**src/rtl/bits_timing_tracker_pkg.sv**
```systemverilog
// Shared encodings and width helpers for the bits receive chain (package bits_pkg).
package bits_pkg;

    typedef enum logic [1:0] {
        ERR_ZERO  = 2'b00,
        ERR_PLUS  = 2'b01,
        ERR_MINUS = 2'b11
    } err_e;

    typedef enum logic [1:0] {
        ONTIME = 2'd0,
        LATE   = 2'd1,
        ERLY   = 2'd2
    } sample_sel_e;

    function automatic int unsigned idx_width(input int unsigned n);
        return (n < 2) ? 1 : $clog2(n);
    endfunction

    localparam int unsigned NSYM_DEFAULT       = 4;
    localparam int unsigned CORR_WIDTH_DEFAULT = 3;
    localparam int unsigned SYM_IDX_W          = idx_width(NSYM_DEFAULT);
    localparam int unsigned CORR_BUS_W         = NSYM_DEFAULT * CORR_WIDTH_DEFAULT;

endpackage

```
**src/rtl/bits_timing_tracker_argmax.sv**
```systemverilog
// Combinational argmax over NSYM scores, lowest index wins ties.
// With BITS_TRACKER_SOFT_EN the best and runner-up scores are also returned.
module bits_argmax
    import bits_pkg::*;
#(
    parameter int unsigned NSYM       = 4,
    parameter int unsigned CORR_WIDTH = 3
) (
    input  logic [NSYM*CORR_WIDTH-1:0] scores,
    output logic [$clog2(NSYM)-1:0]    idx
`ifdef BITS_TRACKER_SOFT_EN
    ,
    output logic [CORR_WIDTH-1:0]      best_val,
    output logic [CORR_WIDTH-1:0]      second_val
`endif
);

    logic [CORR_WIDTH-1:0] best;
    logic [CORR_WIDTH-1:0] second;
    logic [CORR_WIDTH-1:0] s;

    // A score equal to the current best only updates the runner-up, so ties give zero margin.
    always_comb begin
        best   = scores[CORR_WIDTH-1:0];
        second = '0;
        idx    = '0;
        s      = '0;
        for (int unsigned i = 1; i < NSYM; i++) begin
            s = scores[i*CORR_WIDTH +: CORR_WIDTH];
            if (s > best) begin
                second = best;
                best   = s;
                idx    = ($clog2(NSYM))'(i);
            end else if (s > second) begin
                second = s;
            end
        end
    end

`ifdef BITS_TRACKER_SOFT_EN
    assign best_val   = best;
    assign second_val = second;
`endif

endmodule

```
**src/rtl/bits_timing_tracker.sv**
```systemverilog
// Symbol-timing recovery and bit decision: early/on-time/late gating, loop-filtered period, lock detect.
// Optional macro BITS_TRACKER_SOFT_EN adds the out_margin soft-decision port.
module bits_timing_tracker
    import bits_pkg::*;
#(
    parameter int unsigned   NSYM           = 4,
    parameter int unsigned   CORR_WIDTH     = 3,
    parameter int unsigned   PERIOD_WIDTH   = 6,
    parameter int unsigned   PERIOD_DEFAULT = 4,
    parameter int unsigned   GATE           = 1,
    parameter int unsigned   MAX_DEV        = 2,
    parameter int unsigned   LOOP_THRESH    = 2,
    parameter int unsigned   LOCK_COUNT     = 8,
    parameter logic [NSYM-1:0] SYM_BIT_MAP  = 4'b1001
) (
    input  logic                       clk,
    input  logic                       rst,
    input  logic [PERIOD_WIDTH-1:0]    cfg_period,
    input  logic                       cfg_load,
    input  logic [NSYM*CORR_WIDTH-1:0] corr_dat,
    input  logic                       corr_vld,
    output logic                       out_dat,
    output logic                       out_vld,
    output logic [$clog2(NSYM)-1:0]    out_sym,
    output logic                       locked,
    output logic [PERIOD_WIDTH-1:0]    period
`ifdef BITS_TRACKER_SOFT_EN
    ,
    output logic [CORR_WIDTH-1:0]      out_margin
`endif
);

    localparam int unsigned PW     = PERIOD_WIDTH;
    localparam int unsigned CW     = CORR_WIDTH;
    localparam int unsigned SYM_W  = $clog2(NSYM);
    localparam int unsigned ACC_W  = $clog2(LOOP_THRESH) + 2;
    localparam int unsigned LOCK_W = $clog2(LOCK_COUNT + 1);

    localparam logic [PW-1:0]           GATE_P  = PW'(GATE);
    localparam logic [PW-1:0]           LATE_AT = PW'(GATE - 1);
    localparam logic [PW-1:0]           DEV_P   = PW'(MAX_DEV);
    localparam logic signed [ACC_W-1:0] THR_P   = ACC_W'(LOOP_THRESH);
    localparam logic signed [ACC_W-1:0] THR_N   = -THR_P;

    logic [PW-1:0]          count;
    logic [PW-1:0]          nominal;
    logic [NSYM*CW-1:0]     samp [3];
    logic signed [ACC_W-1:0] acc;
    logic signed [ACC_W-1:0] err_val;
    logic signed [ACC_W-1:0] acc_sum;
    logic [LOCK_W-1:0]      lock_cnt;
    logic                   dec_pend;
    logic                   vld_pend;
    logic                   err_pend;
    logic                   st_late;
    logic                   st_early;
    logic                   st_on;
    logic                   up_ok;
    logic                   dn_ok;
    logic [SYM_W-1:0]       win_idx;
    err_e                   err;

    function automatic logic [CW-1:0] score_of(input logic [NSYM*CW-1:0] v,
                                               input logic [SYM_W-1:0] i);
        return v[i*CW +: CW];
    endfunction

    assign st_late  = corr_vld && (count == LATE_AT);
    assign st_early = corr_vld && (count == period - GATE_P - PW'(1));
    assign st_on    = corr_vld && (count == period - PW'(1));

`ifdef BITS_TRACKER_SOFT_EN
    logic [CW-1:0] win_best;
    logic [CW-1:0] win_second;

    bits_argmax #(.NSYM(NSYM), .CORR_WIDTH(CW)) u_argmax (
        .scores     (samp[ONTIME]),
        .idx        (win_idx),
        .best_val   (win_best),
        .second_val (win_second)
    );
`else
    bits_argmax #(.NSYM(NSYM), .CORR_WIDTH(CW)) u_argmax (
        .scores (samp[ONTIME]),
        .idx    (win_idx)
    );
`endif

    always_comb begin
        logic [CW-1:0] s_on;
        logic [CW-1:0] s_late;
        logic [CW-1:0] s_early;
        s_on    = score_of(samp[ONTIME], out_sym);
        s_late  = score_of(samp[LATE], out_sym);
        s_early = score_of(samp[ERLY], out_sym);
        err     = ERR_ZERO;
        err_val = '0;
        if (s_late > s_on && s_late >= s_early) begin
            err     = ERR_PLUS;
            err_val = ACC_W'(1);
        end else if (s_early > s_on && s_early > s_late) begin
            err     = ERR_MINUS;
            err_val = '1;
        end
    end

    assign acc_sum = acc + err_val;
    assign up_ok   = ({1'b0, period} + {1'b0, GATE_P}) <= ({1'b0, nominal} + {1'b0, DEV_P});
    assign dn_ok   = (period - GATE_P) >= (nominal - DEV_P);
    assign locked  = (lock_cnt >= LOCK_W'(LOCK_COUNT));

    always_ff @(posedge clk) begin
        if (rst) begin
            count    <= '0;
            period   <= PW'(PERIOD_DEFAULT);
            nominal  <= PW'(PERIOD_DEFAULT);
            acc      <= '0;
            lock_cnt <= '0;
            for (int unsigned i = 0; i < 3; i++) samp[i] <= '0;
            dec_pend <= 1'b0;
            vld_pend <= 1'b0;
            err_pend <= 1'b0;
            out_vld  <= 1'b0;
            out_dat  <= SYM_BIT_MAP[0];
            out_sym  <= '0;
`ifdef BITS_TRACKER_SOFT_EN
            out_margin <= '0;
`endif
        end else begin
            // Decision pipeline finishes bits already strobed, even across a reload.
            dec_pend <= 1'b0;
            err_pend <= 1'b0;
            vld_pend <= dec_pend;
            out_vld  <= vld_pend;
            if (dec_pend) begin
                out_sym <= win_idx;
`ifdef BITS_TRACKER_SOFT_EN
                out_margin <= win_best - win_second;
`endif
            end
            if (vld_pend) out_dat <= SYM_BIT_MAP[out_sym];

            if (cfg_load) begin
                nominal  <= cfg_period;
                period   <= cfg_period;
                count    <= '0;
                acc      <= '0;
                lock_cnt <= '0;
            end else begin
                if (corr_vld) begin
                    count <= (count >= period - PW'(1)) ? '0 : count + PW'(1);
                    if (st_late)  samp[LATE]   <= corr_dat;
                    if (st_early) samp[ERLY]   <= corr_dat;
                    if (st_on)    samp[ONTIME] <= corr_dat;
                    dec_pend <= st_on;
                    err_pend <= st_late;
                end
                if (err_pend) begin
                    if (acc_sum >= THR_P) begin
                        if (up_ok) period <= period + GATE_P;
                        acc      <= '0;
                        lock_cnt <= '0;
                    end else if (acc_sum <= THR_N) begin
                        if (dn_ok) period <= period - GATE_P;
                        acc      <= '0;
                        lock_cnt <= '0;
                    end else begin
                        acc <= acc_sum;
                        if (err == ERR_ZERO) begin
                            if (lock_cnt != '1) lock_cnt <= lock_cnt + LOCK_W'(1);
                        end else begin
                            lock_cnt <= '0;
                        end
                    end
                end
            end
        end
    end

endmodule

```
**config.mk**
```make
export PLATFORM = sky130hd
export DESIGN_NAME = bits_timing_tracker
export DESIGN_NICKNAME = d
export VERILOG_FILES = /design/src/rtl/bits_timing_tracker_pkg.sv /design/src/rtl/bits_timing_tracker_argmax.sv /design/src/rtl/bits_timing_tracker.sv
export SDC_FILE = /design/constraint.sdc
export NUM_CORES = 1
export LEC_CHECK = 0
export ABC_CLOCK_PERIOD_IN_PS = 12200
export CAP_MARGIN = 20
export CORE_ASPECT_RATIO = 1.75
export CORE_MARGIN = 4
export CORE_UTILIZATION = 59
export DETAILED_ROUTE_END_ITERATION = 8
export GPL_TIMING_DRIVEN = 0
export PLACE_DENSITY = 0.91
export RECOVER_POWER = 100
export SETUP_SLACK_MARGIN = 0.05
export SLEW_MARGIN = 0
export SYNTH_ARGS = -nofsm -noshare
export SYNTH_HDL_FRONTEND = slang
export SYNTH_SLANG_ARGS = --single-unit
```
**constraint.sdc**
```tcl
create_clock -name clk -period 12.2 [get_ports clk]
set_clock_uncertainty 0.1 [all_clocks]
set_input_delay 1.83 -clock clk [delete_from_list [all_inputs] [get_ports clk]]
set_output_delay 1.83 -clock clk [all_outputs]
set_load 0.02 [all_outputs]
```
Yosys cells after proc, flatten, opt, wreduce, memory -nomap -nowiden:

Memory sizes are Yosys's and may differ from the RTL's.
Index checks and enable logic that the tools add are counted.

* register bits: 32
* latch bits: 0
* bits in writable memories: 36
* memory bits (read-only): 0
* input port bits: 22
* output and inout port bits: 11
* word-level logic and storage cells: 106
* memories: 1

Memories
* samp: depth 3, bits a word 12, read ports 3, clocked after Yosys merged registers in 0, wr ports 3, RTL line bits_timing_tracker.sv:47 `logic [NSYM*CW-1:0] samp [3];`

* add/sub/neg operators: 9
* multiply operators: 1
* div/mod/pow operators: 0
* $lt $le $gt $ge: 14
* equal/unequal tests: 5
* shift operators: 3
* multiplexer cells: 44
* bitwise logic cells: 4
* reductions and logical operators: 14

Operator list (count)
* $mux W6: 7
* $mux W12: 3
* $shiftx A12 B5 Y3: 3
* $mux W1: 19
* $gt A3 B3 Y1: 6
* $mux W3: 6
* $mux W4: 4
* $add A6 B1 Y6 const B: 2
* $eq A6 B6 Y1: 2
* $ge A6 B6 Y1: 2
* $sub A6 B1 Y6 const B: 2
* $mux W2: 4
* $add A6 B1 Y7 const B: 1
* $add A6 B2 Y7 const B: 1
* $le A7 B7 Y1: 1
* $logic_not A6 Y1: 1
* $reduce_bool A3 Y1: 2
* $sub A6 B2 Y6 const B: 1
* $logic_and A1 B1 Y1: 5
* $add A4 B1 Y4 const B: 1
* $ge A4 B4 Y1 const B: 1
* $mul A2 B2 Y4 const B: 1
* $ne A4 B3 Y1 const B: 1
* $ne A4 B4 Y1 const B: 1
* 15 further kinds: 17

Logic depth before layout (Yosys ltp):

Gate-level depths: netlist (run 1).

* word-level depth: 12
* gate-level depth with buffers: 22
* gate-level depth less buffers: 22

Hierarchy:

A second synthesis (run 1) with hierarchy kept.

* cell total of the unflattened synthesis: 436
* area total of the unflattened synthesis: 4511.8 um^2

Modules (own cells, without submodules)
* bits_timing_tracker: instances 1, cells an instance 391, area each 4182.8 um^2, seq. area each 1721.7 um^2
* bits_argmax: instances 1, cells an instance 45, area each 329.1 um^2, seq. area each 0.0 um^2

Least setup slack after synthesis (run 1):

OpenSTA, ideal clock, no wires.

* path kind: flip-flop to flip-flop
* start point: register out_sym[0]
* end point: register period[5]
* library setup time: 0.149 ns
* data arrival time: 4.526 ns
* required time: 11.951 ns
* slack: 7.424 ns
* cell stages (with the launch flop): 18
* buffers on the path: 2
* clock period less this slack: 4.776 ns
* cell sequence: dfxtp_1 -> buf_1 -> mux4_2 -> ha_1 -> nor2b_1 -> o21a_1 -> o21a_1 -> nand2_1 -> o31ai_1 -> ha_1 -> fa_1 -> xor2_1 -> nand2_1 -> or3_1 -> clkbuf_1 -> a21o_1 -> a221oi_1 -> a2111oi_2

* longest elaborated chain between the ends: 11
* elaborated cells between the ends (all ways): 22
* those cells by class: 1 x add/sub; 1 x mul; 6 x order compare; 1 x eq/ne; 3 x shift; 5 x mux; 5 x reduce/logical

Ends and longest elaborated chain
* from (decl): RTL line bits_timing_tracker.sv:24 `output logic [$clog2(NSYM)-1:0] out_sym,`
* from (signal assigned): RTL line bits_timing_tracker.sv:136 `out_sym <= win_idx;`
* $mul A2 B2 Y4 (*): RTL line bits_timing_tracker.sv:65 `return v[i*CW +: CW];`
* $shiftx A12 B5 Y3: RTL line bits_timing_tracker.sv:65
* $gt A3 B3 Y1: RTL line bits_timing_tracker.sv:101 `end else if (s_early > s_on && s_early > s_late) begin`
* $logic_and A1 B1 Y1: RTL line bits_timing_tracker.sv:101
* $mux W3: RTL line bits_timing_tracker.sv:101
* $mux W3 (*): RTL line bits_timing_tracker.sv:98 `if (s_late > s_on && s_late >= s_early) begin`
* $add A3 B3 Y3 (*): RTL line bits_timing_tracker.sv:107 `assign acc_sum = acc + err_val;`
* $ge A3 B3 Y1: RTL line bits_timing_tracker.sv:159 `if (acc_sum >= THR_P) begin`
* $mux W6: RTL line bits_timing_tracker.sv:159
* $mux W6: RTL line bits_timing_tracker.sv:158 `if (err_pend) begin`
* $mux W6: RTL line bits_timing_tracker.sv:143 `if (cfg_load) begin`
* to (signal assigned): RTL line bits_timing_tracker.sv:145 `period <= cfg_period;`
* to (signal assigned): RTL line bits_timing_tracker.sv:160 `if (up_ok) period <= period + GATE_P;`
* to (signal assigned): RTL line bits_timing_tracker.sv:164 `if (dn_ok) period <= period - GATE_P;`
* to (decl): RTL line bits_timing_tracker.sv:26 `output logic [PERIOD_WIDTH-1:0] period`

Every way passes the cells marked *; elsewhere a longest branch is shown, timed or not. The select of a mux whose other input is x is not followed.
A chain may end at the register's enable or synchronous reset.

Worst setup path after layout (run 1):

Same ends and word-level chain as after synthesis.

==> results by stage, run 1 <==
Yosys:
- For this run, the leading register cell type out of synthesis is edfxtp_1.
- Synthesis produced around 440 cells.
- Counting flops with a built-in enable in the synthesized netlist gives 36.
- The sequential element share of the synthesized area is 0.380.
- Counting flops and latches in the post-synthesis netlist gives 68.
- The synthesized area per cell is between 10 and 15 sq um.
- The count of distinct cell types in the synthesized netlist is 64.
- The count of synthesis-stage warnings from yosys is 0.
- The area of the mapped netlist is roughly 4500 sq um.
- Counting flops with an async set or reset pin after synthesis yields a share of 0.
- Counting every net in the synthesized netlist gives roughly 510.

Global route:
- After global routing the overflow that remains totals 0.
- For this run, the total global-route usage over all layers was measured as 0.266.
- The first global-routing pass estimated 18200 um of wire.
- The initial antenna violation count came to 0.
- The number of global-route vias before repair was ~3900.
- Entering global routing, the biggest net connects 13 pins.

Floorplan:
- The I/O pin count is 33.
- From bottom edge to top edge, the die measures between 100 and 150 um.
- The area of the die is about 9200 sq um.
- The number of cell rows is 42.
- The horizontal extent of the die is between 70 and 80 um.
- The core area is ~7500 sq um.
- The initial utilization of the core area, before any placement, comes to 0.603.

Clock tree:
- Once the clock tree was built, the setup fixing pass inserted 0 buffers.
- The post-CTS clock slew at the launch and capture registers of the worst setup and hold paths is 0.06 ns.
- The number of gates resized after CTS was 0.
- Clock tree synthesis inserted a total of 9 buffers.
- The clock tree synthesis step divided the H-tree into 3 levels.
- The cell at the root of the clock tree is clkbuf_16.
- The clock tree from TritonCTS is built.
- Clock latency on the worst-skew pair, taken at its later pin, is around 0.33 ns.
- The clock passes through at most 2 buffers.
- For this design, the CTS-stage hold fixing added 0 buffers.
- The clock sink count is between 60 and 70.

Routing:
- The average vias per placed instance is between 6 and 7.
- For this run, design rule violations remaining after detail routing come to 0.
- The count of nets left with antenna violations once routing finished came out at 0.
- The total via count in the routed design is 3663.
- The number of DRC violations after detailed-routing iteration 0 is 258.
- The first-pass detailed-route iteration total is 4.
- The final layout contains routed wiring with a total length of 11500 um.
- The average detailed-routed wire length per instance is roughly 20 um.

STA:
- The final count of hold timing violations came to 0.
- The number of pins exceeding their max-slew limit in the final report is 0.
- The headroom to the max-slew limit is 0.376.
- The time the worst path needs with I/O delays and setup is 5.73 ns.
- The post-route setup TNS is 0 ns.
- Static timing analysis puts the maximum clock frequency at between 150 and 200 MHz.
- For the pin with the worst max-slew slack, the measured transition is 0.935 ns.
- Setup repair after global routing left no endpoint under its margin.
- The final worst-path cycle share is 0.470.
- The setup violation total in the final timing report is 0.

Setup path:
- The capture instance of the worst register-to-register path is period[5].
- At the worst endpoint, the arrival time is 5.82 ns.
- The worst register-to-register path has a setup slack of between 6 and 7 ns.
- The setup path with the least slack is of type flop to flop.
- For the worst flop-to-flop path, the logic depth is 16.
- The data required time of the worst path is about 12 ns.
- The reg-to-reg startpoint is out_sym[0].
- The worst setup path is launched from a flop.
- The nature of the critical path endpoint is a flop.
- The critical-path maximum fanout is 10.

Power and ir drop:
- The static leakage power is between 2 and 2.5 nW.
- The areal power density over the cells is 129 nW/um^2.
- The worst vdd rail ir drop is about 0.081 mV.

Final layout:
- The area growth from synthesis to layout is 14.0%.
- The design area is around 5200 sq um.
- In the final layout, the share of cells above drive strength 1 is 0.0774.
- Leaving out fill and tap cells, the most frequent cell in the layout is ha_1.
- The number of diodes is 0.
- The net count of the finished layout is ~560.
- At the end of the flow the core is filled with cells to 0.687.
- The library cells used most frequently in the layout, excluding fill and tap cells, are ha_1, inv_1, edfxtp_1.

Place:
- After legalization and detailed placement, the total HPWL measured about 8900 um.
- In this run the tool buffered the top-level ports with 30 buffer cells.
- In this run the cell area measured after placement is between 4000 and 5000 sq um.
- The placer congestion estimate is roughly 0.95.

Min path:
- The worst hold path belongs to the class flop to flop.
- The startpoint identified for the worst hold timing path is acc[0].
- The instance count along the most critical hold path is 2.
- The capture endpoint of the worst hold path is acc[0].

Status:
- The flow ran to the end, and the final reports show no timing, DRC or antenna violations.

Run:
- The number of max-capacitance violations reported is 0.
==> kinds of logic after synthesis <==
family / share of synthesized area
AND/OR/NAND/NOR: 0.186
AO/OA/AOI/OAI: 0.125
flip-flops: 0.380
buffers and inverters: 0.0514
adder cells (fa/ha/maj): 0.131
XOR/XNOR: 0.0671
multiplexers: 0.0585
==> synthesized netlist by cell type (all sizes together), types with 5 or more instances <==
| cell type | number | share of area |
|---|---|---|
| ha | 46 | 0.13 |
| inv | 39 | 0.032 |
| edfxtp | 36 | 0.24 |
| dfxtp | 32 | 0.14 |
| nor2 | 25 | 0.021 |
| nand3 | 21 | 0.023 |
| o21ai | 21 | 0.024 |
| a21oi | 20 | 0.022 |
| nand2 | 20 | 0.017 |
| xnor2 | 20 | 0.040 |
| nor2b | 19 | 0.033 |
| nor3 | 13 | 0.018 |
| xor2 | 13 | 0.027 |
| a31oi | 9 | 0.012 |
| clkbuf | 9 | 0.0075 |
| mux4 | 9 | 0.045 |
| a21o | 8 | 0.013 |
| buf | 7 | 0.012 |
| nand4 | 7 | 0.013 |
| nand2b | 6 | 0.0083 |
| a211oi | 5 | 0.0083 |
| a221oi | 5 | 0.0097 |
| nor4 | 5 | 0.0083 |
| or3 | 5 | 0.0072 |
==> where the power goes <==
part	total, mW	leakage, nW	switching [mW]	internal, mW
clock network	0.252	0.133	0.0945	0.157
logic	0.151	1.28	0.0886	0.0623
registers	0.262	0.638	0.00870	0.253
total	0.664	2.05	0.192	0.473
==> sequential cells by signal (all words and copies together) (netlist names) <==
signal	cells
samp	36
period	6
lock_cnt	4
vld_pend	1
count	6
err_pend	1
out_dat	1
dec_pend	1
out_vld	1
out_sym	2
acc	3
nominal	6
==> stage by stage <==
step / hold WS [ns] / std cells / setup WS (ns) / power (mW)
global route: 0.403 / 579 / 6.10 / 0.692
finish: 0.362 / 579 / 6.47 / 0.664
global placement: 0.353 / 562 / 6.95 / 0.407
floorplan: 0.336 / 444 / 7.42 / 0.373
detailed placement: 0.356 / 563 / 6.87 / 0.418
CTS: 0.363 / 579 / 6.86 / 0.668
==> how the worst max path moves through the flow <==
stage                          start         to  slack [ns]  cells after the start
after floorplan           out_sym[0]  period[5]        7.42                     17
after global placement    out_sym[0]  period[5]        6.95                     16
after detailed placement  out_sym[0]  period[5]        6.87                     16
after CTS                 out_sym[0]  period[1]        6.86                     16
after global routing      out_sym[0]  period[2]        6.10                     16
final                     out_sym[0]  period[5]        6.47                     16
==> per-layer routing <==
layer | track usage | part of all wire | vias up
li1 | - | - | 1699
met1 | 0.267 | 0.35 | 1761
met2 | 0.482 | 0.54 | 148
met3 | 0.0509 | 0.048 | 55
met4 | 0.176 | 0.062 | 0
met5 | 0 | 0 | -
==> critical path, cell delays in order (launching register included) <==
cell	delay [ns]
dfxtp_1	0.38
clkbuf_1	0.66
mux4_2	0.63
ha_1	0.32
nor2b_1	0.14
o21a_1	0.19
o21a_1	0.24
nand2_1	0.12
o31ai_1	0.09
ha_1	0.19
fa_1	0.45
xnor2_1	0.24
and2_0	0.17
a21boi_0	0.63
o211ai_1	0.43
a221oi_1	0.50
a2111oi_2	0.08
==> cell type report <==
type | count | area [sq um]
repair buffers | 31 | 304
fillers | 561 | 2350
inverters | 39 | 146
well taps | 88 | 110
multi-input cells | 321 | 2520
clock inverters | 5 | 53.8
plain buffers | 16 | 78.8
flip-flops and latches | 68 | 1720
clock buffers | 11 | 233
(Power assumes the default switching activity.)
==> inputs of run 2 (changes only) <==
--- a/config.mk
+++ b/config.mk
@@ -5,7 +5,7 @@
 export SDC_FILE = /design/constraint.sdc
 export NUM_CORES = 1
 export LEC_CHECK = 0
-export ABC_CLOCK_PERIOD_IN_PS = 12200
+export ABC_CLOCK_PERIOD_IN_PS = 6000
 export CAP_MARGIN = 20
 export CORE_ASPECT_RATIO = 1.75
 export CORE_MARGIN = 4
==> constraint.sdc (replaced) <==
create_clock -name clk -period 6 [get_ports clk]
set_clock_uncertainty 0.1 [all_clocks]
set_input_delay 0.9 -clock clk [delete_from_list [all_inputs] [get_ports clk]]
set_output_delay 0.9 -clock clk [all_outputs]
set_load 0.02 [all_outputs]
==> results by stage, run 2 (synthesized netlist as in run 1, its figures left out) <==
Status:
- The flow ran to the end, and the final reports show no timing, DRC or antenna violations.

STA:
- At the pin with the least slew margin, the transition time is around 0.93 ns.
- The final count of hold timing violations came to 0.
- Setup repair after global routing left no endpoint under its margin.
- The headroom to the max-slew limit is 0.379.
- The number of pins exceeding their max-slew limit in the final report was 0.
- The final worst-path cycle share is 0.919.
- Timing would allow up to 181 MHz.
- In the final timing run, aggregate negative setup slack is 0 ns.
- The time the worst path needs with I/O delays and setup is approximately 5.5 ns.
- The setup violation total in the final timing report is 0.
- Final hold analysis gives a worst-case slack of between 0.3 and 0.4 ns.

Power and ir drop:
- For this design the ratio of total power to cell area is approximately 260 nW/um^2.
- The proportion of power drawn by the clock network is 0.378.
- The worst-case IR drop observed on VDD is about 0.17 mV.
- Cell internal power was estimated by the tool at approximately 960 uW.
- The power share of the combinational group is 0.226.
- The net switching fraction of the power is 0.287.
- The part of the total power dissipated in sequential elements is 0.395.
- The static leakage power is 2.05 nW.
- The total design power is around 1.3 mW.
- In this run the power spent charging and discharging nets is ~390 uW.

Global route:
- The overflow left after global routing is 0.
- Across every metal layer, demand over resource in global routing totals 0.266.
- The first global-routing pass estimated roughly 18000 um of wire.
- The initial antenna violation count is 0.
- The number of global-route vias before repair is slightly below 4000.
- The pin count of the biggest net entering global routing is 13.

Clock tree:
- Clock tree synthesis selected as its root buffer the cell clkbuf_16.
- TritonCTS built the clock tree.
- The clock sink count is a little under 70.
- The post-CTS clock slew at the launch and capture registers of the worst setup and hold paths is about 0.060 ns.
- The number of resized instances in the post-cts repair step is 0.
- The cts-stage hold buffer count is 0.
- The later-pin clock latency in the skew report is approximately 0.33 ns.
- The number of clock buffers inserted by TritonCTS is 9.
- The H-tree was split into 3 levels.
- Post-CTS timing repair inserted 0 buffers for setup.
- The longest clock path from root to sink contains 2 buffers.

Setup path:
- The worst setup path is launched from a flop.
- The signal on the critical path passes through clkbuf_1 -> mux4_2 -> ha_1 -> nor2b_1 -> o21a_1 -> o21a_1 -> nand2_1 -> o31ai_1 -> ha_1 -> fa_1 -> xnor2_1 -> and2_1 -> a21boi_1 -> o211ai_1 -> a221oi_1 -> a2111oi_2.
- STA classifies the critical path endpoint as a flop.
- At the worst endpoint, the required time is 6.08 ns.
- The length in cells of the worst reg-to-reg path is 16.
- Broken down by cell family, the worst path's largest delay share belongs to compound AO/OA/AOI/OAI gates.
- The setup path with the least slack is of type flop to flop.
- The critical-path maximum fanout is 10.
- The minimum setup slack among reg-to-reg paths is about 0.5 ns.
- The critical-path cell with the highest stage delay is clkbuf_1.
- The arrival time reported for the critical path endpoint is 5.60 ns.
- The number of cells on the critical path is 16.
- The largest single stage delay on the critical path is around 0.66 ns.
- The number of buffers and inverters on the critical path is 1.

Routing:
- The total via count in the routed design is ~3600.
- The average detailed-routed wire length per instance is roughly 20 um.
- After detailed routing, the number of vias per cell comes to roughly 6.3.
- The routed design has 11500 um of wire.
- The number of DRC violations after detailed routing is 0.
- The count of nets left with antenna violations once routing finished came out at 0.
- The number of DRC violations after detailed-routing iteration 0 is around 270.
- The first TritonRoute pass finished after 5 iterations.

Place:
- The placer congestion estimate is about 0.95.
- The number of input and output port buffers inserted is 30.
- After legalization and detailed placement, the total HPWL measured 8910 um.

Run:
- The number of max-capacitance violations reported is 0.

Final layout:
- In the final layout, the share of cells above drive strength 1 is 0.0754.
- In the final design database the tool counted 555 nets.
- Compared with the post-synthesis result, the final layout area differs by 13.6%.
- In the layout the commonest cells are ha_1, inv_1, edfxtp_1.
- The most flop-heavy register is samp.
- 0 antenna diodes ended up in the layout.
- The register with the most flip-flops in the layout has 36 of them.
- The commonest non-fill, non-tap cell in the layout is ha_1.
- The total of fill cells in the finished design is between 500 and 600.

Floorplan:
- The area of the die is about 9200 sq um.
- The horizontal extent of the die is approximately 74 um.
- During I/O placement, the number of pins put on the boundary was 33.
- The floorplan has 42 rows.
- The vertical die dimension is approximately 120 um.
- For this configuration, the core starts out at a cell density of 0.603.
- In this run the standard cell core region covers about 7500 sq um.

Min path:
- The type of the tightest min-delay check is flop to flop.
- The instance count along the most critical hold path is 2.
-- run 2: cell types whose count changed in the layout (fill, tap and decap cells not counted) --
cell	previous run	this run
nor4b_4	1	0
or2_1	1	0
and2_0	1	0
a21boi_0	2	1
or2_0	3	4
a21boi_1	0	1
nor4b_1	0	1
and2_1	0	1
-- run 2: layer usage --
layer  GRT usage  wire (um)  vias up
met1       0.267       4000     1759
li1            -          -     1695
met4       0.176        695        0
met5           0          0        -
met2       0.482       6240      133
met3      0.0509        545       57
-- run 2: stage by stage --
stage	util	setup slack [ns]	cell area (sq um)	cells
detailed placement	0.659	0.665	4950	563
floorplan	-	1.22	4530	444
CTS	0.697	0.656	5240	579
global route	0.685	0.158	5150	579
global placement	0.658	0.754	4940	562
finish	0.685	0.488	5150	579
-- run 2: worst paths after layout --
path               end        from
max          period[5]  out_sym[0]
min             acc[0]      acc[0]
max reg2reg  period[5]  out_sym[0]
min reg2reg     acc[0]      acc[0]
-- run 2: worst reg2reg max path: stages (launching register included) --
cell	delay, ns
dfxtp_1	0.38
clkbuf_1	0.66
mux4_2	0.63
ha_1	0.33
nor2b_1	0.14
o21a_1	0.19
o21a_1	0.25
nand2_1	0.12
o31ai_1	0.09
ha_1	0.20
fa_1	0.45
xnor2_1	0.25
and2_1	0.17
a21boi_1	0.45
o211ai_1	0.38
a221oi_1	0.51
a2111oi_2	0.08
-- run 2: layout make-up --
cell class / instances / area (sq um) / share of cell area
multi-input combinational: 321 / 2500 / 0.486
sequential: 68 / 1720 / 0.334
timing repair buffer: 31 / 304 / 0.0590
clock buffer: 11 / 233 / 0.0452
inverter: 39 / 146 / 0.0284
tap: 88 / 110 / 0.0214
buffer: 16 / 78.8 / 0.0153
clock inverter: 5 / 53.8 / 0.0104
-- run 2: power by group through the flow --
stage                     registers, mW  clock network, mW  logic, mW
after floorplan                   0.540                  0      0.217
after global routing              0.535              0.537      0.334
after global placement            0.540                  0      0.286
after detailed placement          0.542                  0      0.308
after CTS                         0.533              0.514      0.311
final                             0.533              0.510      0.305
==> inputs of run 3 (changes only) <==
--- a/config.mk
+++ b/config.mk
@@ -10,6 +10,7 @@
 export CORE_ASPECT_RATIO = 1.75
 export CORE_MARGIN = 4
 export CORE_UTILIZATION = 59
+export CTS_CLUSTER_DIAMETER = 80
 export DETAILED_ROUTE_END_ITERATION = 8
 export GPL_TIMING_DRIVEN = 0
 export PLACE_DENSITY = 0.91
==> results of run 3 <==
Final layout, timing and power as in run 2 (identical DEF).
